### src/rtl/nano_intc_pkg.sv
// nano_intc_pkg: register offsets, ACTIVE field layout and channel limit for nano_intc_n
package nano_intc_pkg;
  localparam int MAX_CH = 8;
  localparam logic [7:0] OFF_ENABLE   = 8'd0;
  localparam logic [7:0] OFF_PENDING  = 8'd1;
  localparam logic [7:0] OFF_POLARITY = 8'd2;
  localparam logic [7:0] OFF_ACTIVE   = 8'd3;
  localparam logic [7:0] OFF_CTRL     = 8'd4;
  localparam int ACT_INS_BIT = 7;
  localparam int ACT_ID_W    = 3;
endpackage

### src/rtl/nano_edge_det.sv
// nano_edge_det: per-channel sampler, history flop and polarity-selected edge strobe
// NANO_INTC_SYNC_EN adds a second synchronizer flop for asynchronous pins.
module nano_edge_det (
  input  logic clk,
  input  logic rst,
  input  logic x,
  input  logic pol,
  output logic edge_p
);
  logic s1_d, s1_q, prev_q;
`ifdef NANO_INTC_SYNC_EN
  logic s0_q;
  always_ff @(posedge clk or posedge rst)
    if (rst) s0_q <= 1'b0;
    else     s0_q <= x;
  assign s1_d = s0_q;
`else
  assign s1_d = x;
`endif
  always_ff @(posedge clk or posedge rst)
    if (rst) begin
      s1_q   <= 1'b0;
      prev_q <= 1'b0;
    end else begin
      s1_q   <= s1_d;
      prev_q <= s1_q;
    end
  assign edge_p = pol ? (prev_q & ~s1_q) : (~prev_q & s1_q);
endmodule

### src/rtl/nano_intc_n.sv
// nano_intc_n: N-channel io-mapped interrupt controller with fixed priority and in-service tracking
// Build option: NANO_INTC_SYNC_EN (2-flop pin synchronizer, +1 clk latency).
module nano_intc_n
  import nano_intc_pkg::*;
#(
  parameter int         N_CH     = 3,
  parameter logic [7:0] BASE_ADD = 8'h00,
  parameter logic [7:0] POL_RST  = 8'h00
) (
  input  logic            clk,
  input  logic            rst,
  input  logic [7:0]      add,
  input  logic [7:0]      data_i,
  output logic [7:0]      data_o,
  input  logic            we,
  input  logic [N_CH-1:0] eint,
  input  logic            irq_ack,
  output logic            irq,
  output logic [2:0]      irq_id
);
  logic [N_CH-1:0] en_q, en_d, pend_q, pend_d, pol_q, pol_d, edges, mask, ack_clr, din;
  logic gie_q, gie_d, ins_q, ins_d, ack;
  logic [2:0] id_q, id_d, pid;
  logic [7:0] off, act;
  logic wr_en, wr_pend, wr_pol, wr_act, wr_ctrl;
  logic unused_data_bits;
  assign unused_data_bits = ^data_i;
  for (genvar i = 0; i < N_CH; i++) begin : g_ed
    nano_edge_det u_ed (.clk(clk), .rst(rst), .x(eint[i]), .pol(pol_q[i]), .edge_p(edges[i]));
  end
  assign mask = pend_q & en_q;
  always_comb begin
    pid = '0;
    for (int i = N_CH - 1; i >= 0; i--) if (mask[i]) pid = 3'(i);
  end
  assign irq     = gie_q & ~ins_q & |mask;
  assign irq_id  = irq ? pid : 3'd0;
  assign ack     = irq_ack & irq;
  assign ack_clr = ack ? (N_CH'(1) << pid) : '0;
  // Wrapping subtraction pushes addresses below BASE_ADD out of the decoded window.
  assign off     = add - BASE_ADD;
  assign din     = data_i[N_CH-1:0];
  assign wr_en   = we && off == OFF_ENABLE;
  assign wr_pend = we && off == OFF_PENDING;
  assign wr_pol  = we && off == OFF_POLARITY;
  assign wr_act  = we && off == OFF_ACTIVE;
  assign wr_ctrl = we && off == OFF_CTRL;
  always_comb begin
    en_d   = wr_en ? din : en_q;
    pol_d  = wr_pol ? din : pol_q;
    gie_d  = wr_ctrl ? data_i[0] : gie_q;
    pend_d = (pend_q & ~(wr_pend ? din : '0) & ~ack_clr) | edges;
    ins_d  = ack ? 1'b1 : wr_act ? 1'b0 : ins_q;
    id_d   = ack ? pid : id_q;
  end
  always_comb begin
    act = '0;
    act[ACT_INS_BIT] = ins_q;
    act[ACT_ID_W-1:0] = id_q;
    data_o = off == OFF_ENABLE   ? 8'(en_q)   :
             off == OFF_PENDING  ? 8'(pend_q) :
             off == OFF_POLARITY ? 8'(pol_q)  :
             off == OFF_ACTIVE   ? act        :
             off == OFF_CTRL     ? {7'b0, gie_q} : 8'h00;
  end
  always_ff @(posedge clk or posedge rst)
    if (rst) begin
      en_q   <= '0;
      pend_q <= '0;
      pol_q  <= POL_RST[N_CH-1:0];
      gie_q  <= 1'b0;
      ins_q  <= 1'b0;
      id_q   <= '0;
    end else begin
      en_q   <= en_d;
      pend_q <= pend_d;
      pol_q  <= pol_d;
      gie_q  <= gie_d;
      ins_q  <= ins_d;
      id_q   <= id_d;
    end
endmodule

### config.mk
export PLATFORM = sky130hd
export DESIGN_NAME = nano_intc_n
export DESIGN_NICKNAME = d
export VERILOG_FILES = /design/src/rtl/nano_intc_pkg.sv /design/src/rtl/nano_edge_det.sv /design/src/rtl/nano_intc_n.sv
export SDC_FILE = /design/constraint.sdc
export NUM_CORES = 1
export LEC_CHECK = 0
export ABC_CLOCK_PERIOD_IN_PS = 1400
export BUFFER_PORTS_ARGS = -buffer_cell sky130_fd_sc_hd__buf_2
export CORE_MARGIN = 3
export CORE_UTILIZATION = 35
export DETAILED_ROUTE_END_ITERATION = 10
export SLEW_MARGIN = 20
export SYNTH_ARGS = -nofsm -noshare
export SYNTH_HDL_FRONTEND = slang
export SYNTH_HIERARCHICAL = 1
export SYNTH_SLANG_ARGS = --single-unit
### constraint.sdc
create_clock -name clk -period 1.4 [get_ports clk]
set_clock_uncertainty 0.05 [all_clocks]
set_input_delay 0.07 -clock clk [delete_from_list [all_inputs] [get_ports clk]]
set_output_delay 0.07 -clock clk [all_outputs]
set_load 0.02 [all_outputs]
* After elaboration in Yosys (flattened, before gate mapping)
Cells that the tools add are included.
Word-level totals: bits in registers 20, input bits 23, output and inout port bits 12, logic and storage cells 63
Operators by class: equal/unequal tests 4, shift-type cells 1, multiplexer cells 16, bitwise gates (word level) 22, reductions and logical operators 8
Operators with widths (number):
- two-way mux 8 bit | 4
- equality test 8 x 2 -> 1 bit, second input constant | 2
- two-way mux 3 bit | 5
- bitwise AND 1 bit | 9
- bitwise AND 3 bit | 3
- equality test 8 x 1 -> 1 bit, second input constant | 1
- equality test 8 x 3 -> 1 bit, second input constant | 1
- logical NOT 8 bit | 1
- inverter 1 bit | 7
- two-way mux 1 bit | 6
- inverter 3 bit | 2
- logical AND 1 bit | 5
- OR 3 bit | 1
- OR reduction 3 bit | 1
- << shifter 1 x 3 -> 3 bit, first input constant | 1
- two-way mux 2 bit | 1
- nonzero test 2 bit | 1

* Logic depth before layout (Yosys ltp)
Gate-level depths: netlist (run 1).
depth after elaboration 9, gate-level depth with buffers 4, gate-level depth less buffers 3

* By module
The synthesis (run 1) kept the hierarchy.
By module, submodules not included:
- nano_intc_n | instances 1, cells an instance 86, area each 833.3 µm², sequential area each 325.3 µm²
- nano_edge_det | instances 3, cells an instance 6, area each 76.3 µm², sequential area each 50.0 µm²

* Worst setup path after synthesis (run 1)
OpenSTA, ideal clock, no wires.
path type input -> register, start input port add[6], end register pol_q[0], library setup time 0.125 ns, data arrival time 1.369 ns, required time 1.225 ns, path slack -0.144 ns, stages on the path 3, path buffers 0, path through or4b_4 -> nor4_1 -> mux2_2
On the way: longest elaborated chain between the ends 2
RTL lines:
- start, declared | line nano_intc_n.sv:12 | input logic [7:0] add,
- equality test 8 x 2 -> 1 bit | line nano_intc_n.sv:45 | assign wr_pol = we && off == OFF_POLARITY;
- logical AND 1 bit | line nano_intc_n.sv:45
- end signal, assigned | line nano_intc_n.sv:70 | pol_q <= POL_RST[N_CH-1:0];
- end signal, assigned | line nano_intc_n.sv:77 | pol_q <= pol_d;
- end, declared | line nano_intc_n.sv:21 | logic [N_CH-1:0] en_q, en_d, pend_q, pend_d, pol_q, pol_d, edges, mask, ack_clr, din;
Every way passes these cells. A chain may end at the register's enable or synchronous reset.

* Final worst setup path (run 1)
start register pend_q[1], end output port data_o[1]
On the way: longest elaborated chain between the ends 2
RTL lines:
- start, declared | line nano_intc_n.sv:21
- start signal, assigned | line nano_intc_n.sv:76 | pend_q <= pend_d;
- two-way mux 8 bit | line nano_intc_n.sv:61 | off == OFF_PENDING ? 8'(pend_q) :
- two-way mux 8 bit | line nano_intc_n.sv:60 | data_o = off == OFF_ENABLE ? 8'(en_q) :
- end, declared | line nano_intc_n.sv:14 | output logic [7:0] data_o,
Every way passes these cells.

==> impl_metrics.py, run 1 <==
metrics = {
    "critical_path": {
        "required_ps": 1280,
        "crit_arrival_ps": 1470,
        "startpoint_type": "flop",
        "cp-end-kind": "output pin",
        "cp_max_fo": 4,
        "crit_type": "reg2out",
    },
    "routing": {
        "avgViaCountPerCell": 5.27,
        "postRouteAntennaNets": 0,
        "vias": 948,
        "route.detailed.drc": 0,
        "post_drt_wl_per_cell_um": 14.1,
        "wl_um": 2540,
        "first_iter_violations": 32,
        "dr.pass1.iters": 4,
    },
    "timing": {
        "setup_slack_ps": -193,
        "rsz0062_at_grt": "yes",
        "setup_viol": 4,
        "slew_headroom_pct": 64.9,
        "slew_violations": 0,
        "max_freq_mhz": 628,
        "final_hold_viol_count": 0,
        "fin_crit_ps": 1590,
        "tightest_slew_ps": 525,
        "fin_crit_sh_pct": 114,
    },
    "floorplan": {
        "core_mm2": 0.00283,
        "die_h_um": 61.1,
        "die_x_um": 61.1,
        "top_level_ports": 35,
        "start_util_pct": 37.5,
        "rows": 19,
        "die-area_mm2": 0.00373,
    },
    "placed_design": {
        "portBuffers": 24,
        "place_congestion": 0.804,
        "dpl.cell_count": 161,
        "hpwl_um": 1810,
    },
    "final_layout": {
        "finish.net_count": 173,
        "fin_cells": 180,
        "multi_input_area_um2": 567,
        "n_antenna_cell": 0,
        "num-fill-cells": 272,
        "seq_area_um2": 478,
        "syn2layout_area_growth_pct": 36.2,
        "finish.utilization_pct": 51.1,
        "layout-drive-gt1-share_pct": 46.3,
    },
    "synthesis": {
        "synth_area_mm2": 0.00106,
        "ys_async_sr_fraction_pct": 100,
        "ys_types": 34,
        "yosysTopAreaCell": "dfrtp_1",
        "yosys.area.top_type_share_pct": 44.8,
        "ys_warn_count": 6,
        "synth_edf_count": 0,
        "synth_seq_area_share_pct": 44.8,
        "ys_seq_elements": 19,
        "synth_ff_type": "dfrtp_1",
        "synth_area_leaders": "dfrtp_1, mux2_2, buf_4",
        "synthCells": 104,
        "avgSynthCellArea_um2": 10.2,
    },
    "flow_run": {
        "drv_cap": 0,
    },
    "worst_hold_path": {
        "hp-class": "in2reg",
    },
    "global_route": {
        "grt_first_pass_wirelength_um": 3880,
        "grt_pass1_vias": 873,
        "antenna_found_initial": 0,
        "grt_usage_pct": 14.0,
        "grt_max_degree": 14,
        "grt_remaining_overflow": 0,
    },
    "status": {
        "status": "complete, but fails checks",
        "violations": "setup timing",
    },
    "clocking": {
        "cts_tree": "yes",
        "clockRootBuffer": "clkbuf_4",
        "numCtsBuffers": 3,
        "insertion_delay_ps": 300,
        "cts_buffer_depth": 2,
        "cts.htree.levels": 1,
        "cts_sinks": 19,
        "cts.clk_slew.worst_paths_ps": 110,
    },
    "pwr": {
        "power.density_mw_per_mm2": 756,
        "peakVddDrop_mv": 0.574,
        "p_leak_nw": 0.655,
    },
}
cells by family after synthesis:
| logic type | Yosys count | share of synthesized area (%) |
|---|---|---|
| and+or+nand+nor | 40 | 21.9 |
| DFF | 19 | 44.8 |
| AOI/OAI and AO/OA | 18 | 13.3 |
| buffers and inverters | 15 | 7.07 |
| muxes | 11 | 12.6 |
| other | 1 | 0.353 |
layout make-up:
cell class / instances / area share, %
sequential: 19 / 33.0
clock buffer: 3 / 1.56
multi-input combinational: 74 / 39.2
inverter: 8 / 2.08
tap: 31 / 2.68
timing repair buffer: 44 / 20.9
clock inverter: 1 / 0.519
registers in the layout, summed over array words and instances (netlist names):
signal / count
en_q: 3
g_ed.u_ed/prev_q: 3
g_ed.u_ed/s1_q: 3
pend_q: 3
pol_q: 3
id_q: 2
gie_q: 1
ins_q: 1
layer usage:
layer | share of wire (%) | global-route usage, % | vias to the layer above
met5 | 0 | 0 | -
met1 | 44 | 19.0 | 463
met2 | 51 | 22.5 | 21
met4 | 0.98 | 2.79 | 0
met3 | 3.9 | 3.77 | 4
li1 | - | - | 460
critical path: stages, from the launching register on:
cell and delay (ps):
dfrtp_1 440, mux4_2 460, nor2b_4 140, buf_6 130
synth_stat cells (3+ instances only):
library cell	number
a21oi_1	4
nand2_1	10
nand3_1	5
inv_1	8
nand2b_1	4
buf_4	5
o22ai_2	3
a31o_2	3
mux2_2	9
nor2_1	5
dfrtp_1	19
final timing paths:
| path | from | to | slack, ps | cells after the start |
|---|---|---|---|---|
| max in group asynchronous | rst | pend_q[0]$_DFF_PP0_ | 620 | 3 |
| setup reg to reg | ins_q$_DFFE_PP0P_ | pend_q[1]$_DFF_PP0_ | 60 | 3 |
| setup / recovery | pend_q[1]$_DFF_PP0_ | data_o[1] | -190 | 3 |
| hold reg to reg | g_ed[1].u_ed/s1_q$_DFF_PP0_ | g_ed[1].u_ed/prev_q$_DFF_PP0_ | 390 | 0 |
| min in group asynchronous | rst | g_ed[2].u_ed/s1_q$_DFF_PP0_ | 120 | 3 |
| hold / removal | irq_ack | ins_q$_DFFE_PP0P_ | 40 | 3 |
placed cells by master, fill, tap and decap left out, drive strengths merged, types with 2 or more instances in the layout:
cell type    instances
dlygate4sd3          7
clkbuf               3
a21oi                4
o22ai                3
or4                  3
nor3                 2
or4b                 2
buf                 37
nand4                2
inv                  8
conb                 5
dfrtp               19
nor2b                2
a31o                 3
mux2                 9
nand3                5
nand2b               4
nor2                 5
o21ai                2
nand2               10
power breakdown:
part / internal (mW) / leakage [nW] / switching (mW) / total, mW
sequential: 0.575 / 0.228 / 0.0237 / 0.599
combinational: 0.107 / 0.414 / 0.0992 / 0.206
clock: 0.109 / 0.0139 / 0.180 / 0.289
total: 0.791 / 0.655 / 0.303 / 1.09
metrics by stage:
stage,power [mW],setup TNS [ps],setup slack (ps),instance area [um^2],hold slack [ps]
after floorplan,0.719,-487,-108,1080,-239
after global placement,0.768,-1820,-247,1230,-91.1
after detailed placement,0.771,-1890,-265,1230,-90.9
after CTS,1.09,-453,-191,1400,30.5
after global routing,1.16,-887,-254,1450,86.2
final,1.09,-443,-193,1450,38.8
what timing repair did:
item,in CTS,in global routing
hold endpoints to repair,28,0
pin swaps,1,3
setup buffers,6,2
gates resized for setup,7,8
setup endpoints to repair,5,7
hold buffers,7,0
No activity file was read; power rests on OpenSTA's default activity.
==> run 2, diff against run 1 <==
==> constraint.sdc (replaced) <==
create_clock -name clk -period 1.4 [get_ports clk]
set_clock_uncertainty 0.05 [all_clocks]
set_input_delay 0.21 -clock clk [delete_from_list [all_inputs] [get_ports clk]]
set_output_delay 0.21 -clock clk [all_outputs]
set_load 0.02 [all_outputs]
==> impl_metrics.py, run 2 (synthesized netlist as in run 1, its figures left out) <==
metrics = {
    "status": {
        "status": "complete, but fails checks",
        "violations": "setup timing",
    },
    "pwr": {
        "pwr-share-clk_pct": 25.7,
        "power.density_mw_per_mm2": 712,
        "seqPwrFrac_pct": 51.4,
        "p_leak_nw": 0.745,
        "internal_power_mw": 0.827,
        "power_mw": 1.16,
        "combPwrFrac_pct": 22.8,
        "switching_share_pct": 28.5,
        "p_switching_mw": 0.330,
        "peakVddDrop_mv": 0.623,
    },
    "timing": {
        "final.setup.tns_ps": -1570,
        "setup_viol": 10,
        "slew_headroom_pct": 64.7,
        "fin_crit_ps": 1730,
        "max_freq_mhz": 579,
        "setup_slack_ps": -328,
        "rsz0062_at_grt": "yes",
        "final_hold_viol_count": 0,
        "fin_crit_sh_pct": 123,
        "slew_violations": 0,
        "tightest_slew_ps": 529,
    },
    "floorplan": {
        "start_util_pct": 37.5,
        "core_mm2": 0.00283,
        "rows": 19,
        "die_x_um": 61.1,
        "top_level_ports": 35,
        "die_h_um": 61.1,
        "die-area_mm2": 0.00373,
    },
    "clocking": {
        "cts_buffer_depth": 2,
        "cts_tree": "yes",
        "cts_sinks": 19,
        "cts.clk_slew.worst_paths_ps": 120,
        "cts.htree.levels": 1,
        "clockRootBuffer": "clkbuf_4",
        "insertion_delay_ps": 300,
        "numCtsBuffers": 3,
    },
    "routing": {
        "post_drt_wl_per_cell_um": 15.0,
        "vias": 1033,
        "postRouteAntennaNets": 0,
        "first_iter_violations": 36,
        "route.detailed.drc": 0,
        "wl_um": 2930,
        "dr.pass1.iters": 4,
        "avgViaCountPerCell": 5.30,
    },
    "placed_design": {
        "place_congestion": 0.818,
        "dp_slack_ps": -414,
        "portBuffers": 24,
        "hpwl_um": 1920,
        "dpl.cell_count": 169,
    },
    "critical_path": {
        "startpoint": "en_q[1]$_DFFE_PP0P_",
        "path_cells": "mux4_2 -> nor2b_4 -> buf_6",
        "cp_max_fo": 3,
        "critPathCapture": "data_o[1]",
        "cp_num_buf_inv": 1,
        "reg2reg_slack_ps": -140,
        "crit_arrival_ps": 1470,
        "crit_type": "reg2out",
        "required_ps": 1140,
        "rr_startpoint": "en_q[1]$_DFFE_PP0P_",
        "startpoint_type": "flop",
        "cp-end-kind": "output pin",
        "crit_slowest_cell": "mux4_2",
        "regToRegEndpoint": "pend_q[2]$_DFF_PP0_",
        "cp_top_family": "multiplexers",
        "ff2ff_path_depth": 6,
        "crit_cells": 3,
        "critPathMaxStageDelay_ps": 460,
    },
    "global_route": {
        "grt_pass1_vias": 1018,
        "antenna_found_initial": 0,
        "grt_remaining_overflow": 0,
        "grt_first_pass_wirelength_um": 4690,
        "grt_usage_pct": 17.1,
        "grt_max_degree": 14,
    },
    "final_layout": {
        "mostFrequentLayoutCells": "buf_4, dfrtp_1, buf_2",
        "layout-drive-gt1-share_pct": 58.5,
        "finish.net_count": 188,
        "finish.utilization_pct": 57.5,
        "n_antenna_cell": 0,
        "mostFrequentLayoutCell": "buf_4",
        "syn2layout_area_growth_pct": 53.0,
        "fin_cells": 195,
    },
    "flow_run": {
        "drv_cap": 0,
    },
    "worst_hold_path": {
        "hp-class": "in2reg",
    },
}
[run 2: how the worst min path moves through the flow]
stage / startpoint / end / slack, ps / cells after the start
floorplan: rst / g_ed[0].u_ed/prev_q$_DFF_PP0_ / -100 / 1
global placement: rst / g_ed[2].u_ed/s1_q$_DFF_PP0_ / 50 / 2
detailed placement: rst / g_ed[1].u_ed/prev_q$_DFF_PP0_ / 50 / 2
CTS: data_i[2] / en_q[2]$_DFFE_PP0P_ / 110 / 2
global route: data_i[1] / pol_q[1]$_DFFE_PP0P_ / 110 / 2
finish: data_i[2] / pol_q[2]$_DFFE_PP0P_ / 120 / 2
[run 2: worst register-to-register path, stage by stage, from the launching register on]
cell and delay [ps]:
dfrtp_1 430, buf_4 150, buf_6 110, buf_4 140, a22oi_2 230, nand3_1 100
a31o_2 240
[run 2: routing by layer]
| layer | global-route usage, % | vias up | share of wire, % |
|---|---|---|---|
| met5 | 0 | - | 0 |
| met4 | 4.33 | 0 | 1.7 |
| met3 | 4.61 | 6 | 4.4 |
| met2 | 29.6 | 31 | 51 |
| met1 | 20.9 | 512 | 42 |
| li1 | - | 484 | - |
[run 2: what timing repair did]
item | in CTS | in global routing
pin swaps | 7 | 12
hold buffers | 4 | 0
resized for setup | 16 | 16
endpoints found under the setup margin | 11 | 14
setup buffers | 11 | 7
hold endpoints to repair | 22 | 0
[run 2: cell type report]
| class | instances | area (um^2) |
|---|---|---|
| Tap cell | 31 | 38.8 |
| Timing Repair Buffer | 59 | 444 |
| Fill cell | 248 | 1200 |
| Clock inverter | 1 | 7.51 |
| Sequential cell | 19 | 478 |
| Inverter | 8 | 30.0 |
| Clock buffer | 3 | 22.5 |
| Multi-Input combinational cell | 74 | 604 |
[run 2: through the flow]
stage | area, um^2 | hold slack (ps)
6_report | 1630 | 120
5_1_grt | 1630 | 113
4_1_cts | 1520 | 110
3_5_place_dp | 1300 | 52.9
3_3_place_gp | 1300 | 45.8
2_1_floorplan | 1090 | -98.8
[run 2: power by group through the flow]
| stage | sequential (mW) | combinational (mW) | clock [mW] |
|---|---|---|---|
| after floorplan | 0.603 | 0.117 | 0 |
| after global placement | 0.608 | 0.177 | 0 |
| after detailed placement | 0.610 | 0.179 | 0 |
| after CTS | 0.595 | 0.233 | 0.305 |
| after global routing | 0.599 | 0.287 | 0.331 |
| final | 0.595 | 0.264 | 0.298 |
==> run 3, diff against run 2 <==
--- a/config.mk
+++ b/config.mk
@@ -5,7 +5,7 @@
 export SDC_FILE = /design/constraint.sdc
 export NUM_CORES = 1
 export LEC_CHECK = 0
-export ABC_CLOCK_PERIOD_IN_PS = 1400
+export ABC_AREA = 1
 export BUFFER_PORTS_ARGS = -buffer_cell sky130_fd_sc_hd__buf_2
 export CORE_MARGIN = 3
 export CORE_UTILIZATION = 35
==> impl_metrics.py, run 3 <==
metrics = {
    "pwr": {
        "p_switching_mw": 0.300,
        "peakVddDrop_mv": 0.379,
        "switching_share_pct": 28.6,
        "power.density_mw_per_mm2": 701,
        "internal_power_mw": 0.747,
        "seqPwrFrac_pct": 56.5,
        "pwr-share-clk_pct": 27.5,
        "power_mw": 1.05,
        "p_leak_nw": 0.802,
        "combPwrFrac_pct": 16.0,
    },
    "synthesis": {
        "synth_edf_count": 0,
        "synth_common_cells": "nand2_1, inv_1, dfrtp_1",
        "synth_ff_type": "dfrtp_1",
        "synth_area_mm2": 0.00111,
        "synth_area_leaders": "dfrtp_1, nand2_1, inv_1",
        "ys_seq_elements": 19,
        "yosys.area.top_type_share_pct": 42.9,
        "ys_async_sr_fraction_pct": 100,
        "yosysMostFrequentCell": "nand2_1",
        "synth_seq_area_share_pct": 42.9,
        "yosysTopAreaCell": "dfrtp_1",
        "ys_types": 18,
        "avgSynthCellArea_um2": 7.48,
        "ys_warn_count": 6,
        "synthCells": 148,
    },
    "critical_path": {
        "cp_top_family": "flip-flops",
        "startpoint": "gie_q$_DFFE_PP0P_",
        "reg2reg_slack_ps": 140,
        "path_cells": "inv_1 -> nor2_4 -> nand2_4 -> nor3_2 -> buf_4",
        "crit_arrival_ps": 1250,
        "critPathMaxStageDelay_ps": 390,
        "startpoint_type": "flop",
        "cp_max_fo": 4,
        "cp_num_buf_inv": 2,
        "required_ps": 1140,
        "crit_type": "reg2out",
        "cp-end-kind": "output pin",
        "crit_slowest_cell": "dfrtp_1",
        "rr_startpoint": "gie_q$_DFFE_PP0P_",
    },
    "floorplan": {
        "core_mm2": 0.00288,
        "die_x_um": 62.2,
        "top_level_ports": 35,
        "die_h_um": 62.2,
        "start_util_pct": 38.5,
        "rows": 19,
        "die-area_mm2": 0.00387,
    },
    "timing": {
        "fin_crit_ps": 1510,
        "slew_violations": 0,
        "rsz0062_at_grt": "yes",
        "max_freq_mhz": 661,
        "final_hold_viol_count": 0,
        "fin_crit_sh_pct": 108,
        "setup_slack_ps": -113,
        "setup_viol": 5,
    },
    "final_layout": {
        "finish.net_count": 213,
        "multi_input_area_um2": 543,
        "layout-drive-gt1-share_pct": 36.0,
        "mostFrequentLayoutCells": "nand2_1, inv_1, dfrtp_1",
        "num-fill-cells": 267,
        "mostFrequentLayoutCell": "nand2_1",
        "finish.utilization_pct": 51.9,
        "n_antenna_cell": 0,
        "seq_area_um2": 475,
        "syn2layout_area_growth_pct": 34.9,
    },
    "clocking": {
        "cts_buffer_depth": 2,
        "numCtsBuffers": 3,
        "cts_tree": "yes",
        "clockRootBuffer": "clkbuf_4",
        "cts_sinks": 19,
        "cts.htree.levels": 1,
        "cts.clk_slew.worst_paths_ps": 120,
        "insertion_delay_ps": 300,
    },
    "global_route": {
        "grt_first_pass_wirelength_um": 4200,
        "grt-busiest-layer": "met2",
        "use_met1_pct": 16.1,
        "grt_usage_pct": 13.0,
        "met3_usage_pct": 3.60,
        "grt_remaining_overflow": 0,
        "antenna_found_initial": 0,
        "grt_pass1_vias": 1018,
        "grtUsageMet2_pct": 22.3,
        "grt_max_degree": 14,
    },
    "routing": {
        "avgViaCountPerCell": 4.54,
        "first_iter_violations": 71,
        "post_drt_wl_per_cell_um": 10.8,
        "dr.pass1.iters": 4,
        "wl_um": 2490,
        "vias": 1049,
        "route.detailed.drc": 0,
        "postRouteAntennaNets": 0,
    },
    "placed_design": {
        "portBuffers": 24,
        "place_congestion": 0.823,
        "hpwl_um": 1840,
    },
    "flow_run": {
        "drv_cap": 0,
    },
    "worst_hold_path": {
        "min_from": "data_i[2]",
        "hp-class": "in2reg",
    },
    "status": {
        "violations": "setup timing",
        "status": "complete, but fails checks",
    },
}
[run 3: power groups by stage]
stage / Combinational (mW) / Clock [mW] / Sequential [mW]
CTS: 0.162 / 0.297 / 0.590
detailed placement: 0.137 / 0 / 0.601
floorplan: 0.0974 / 0 / 0.596
finish: 0.168 / 0.288 / 0.591
global route: 0.189 / 0.322 / 0.595
global placement: 0.133 / 0 / 0.599
[run 3: through the flow]
| step | hold slack [ps] | setup slack, ps | instance area (um^2) | TNS [ps] | std cells |
|---|---|---|---|---|---|
| after detailed placement | 48.3 | 38.0 | 1260 | 0 | 213 |
| after CTS | 112 | -105 | 1430 | -354 | 229 |
| after global placement | 47.0 | 43.7 | 1260 | 0 | 213 |
| after floorplan | -98.8 | 60.5 | 1120 | 0 | 152 |
| after global routing | 111 | -187 | 1490 | -729 | 231 |
| final | 119 | -113 | 1490 | -397 | 231 |
[run 3: tightest hold or removal path: stages]
cell	delay (ps)
buf_2	110
inv_1	60
o21ai_1	60
[run 3: cells by family after synthesis]
family                 Yosys count  synth area share (%)
AND/OR/NAND/NOR                 84                  39.0
other                            1                 0.339
flip-flops                      19                  42.9
buffers and inverters           34                  13.2
AO/OA/AOI/OAI                   10                  4.52
[run 3: metal layers]
| metal | wire [um] | up-vias |
|---|---|---|
| li1 | - | 532 |
| met1 | 1090 | 470 |
| met2 | 1230 | 41 |
| met3 | 152 | 6 |
| met4 | 23 | 0 |
| met5 | 0 | - |
[run 3: final cells by class]
cell class | count | area share, %
clock inverter | 1 | 0.503
sequential | 19 | 31.8
clock buffer | 3 | 1.51
multi-input combinational | 99 | 36.3
tap | 42 | 3.52
inverter | 29 | 7.29
timing repair buffer | 38 | 19.0
[run 3: final timing paths]
check,endpoint,depth (start not counted)
setup / recovery,irq_id[1],5
hold / removal,en_q[2]$_DFFE_PP0P_,3
setup reg to reg,pend_q[1]$_DFF_PP0_,8
hold reg to reg,g_ed[2].u_ed/prev_q$_DFF_PP0_,0
max in group asynchronous,id_q[1]$_DFFE_PP0P_,3
min in group asynchronous,g_ed[1].u_ed/s1_q$_DFF_PP0_,3
[run 3: what timing repair did]
action | CTS | global route
hold buffers | 4 | 0
pin swaps | 5 | 6
resized for setup | 14 | 14
setup endpoints to repair | 4 | 6
hold endpoints to repair | 22 | 0
gates cloned | 0 | 0
buffers inserted | 8 | 2
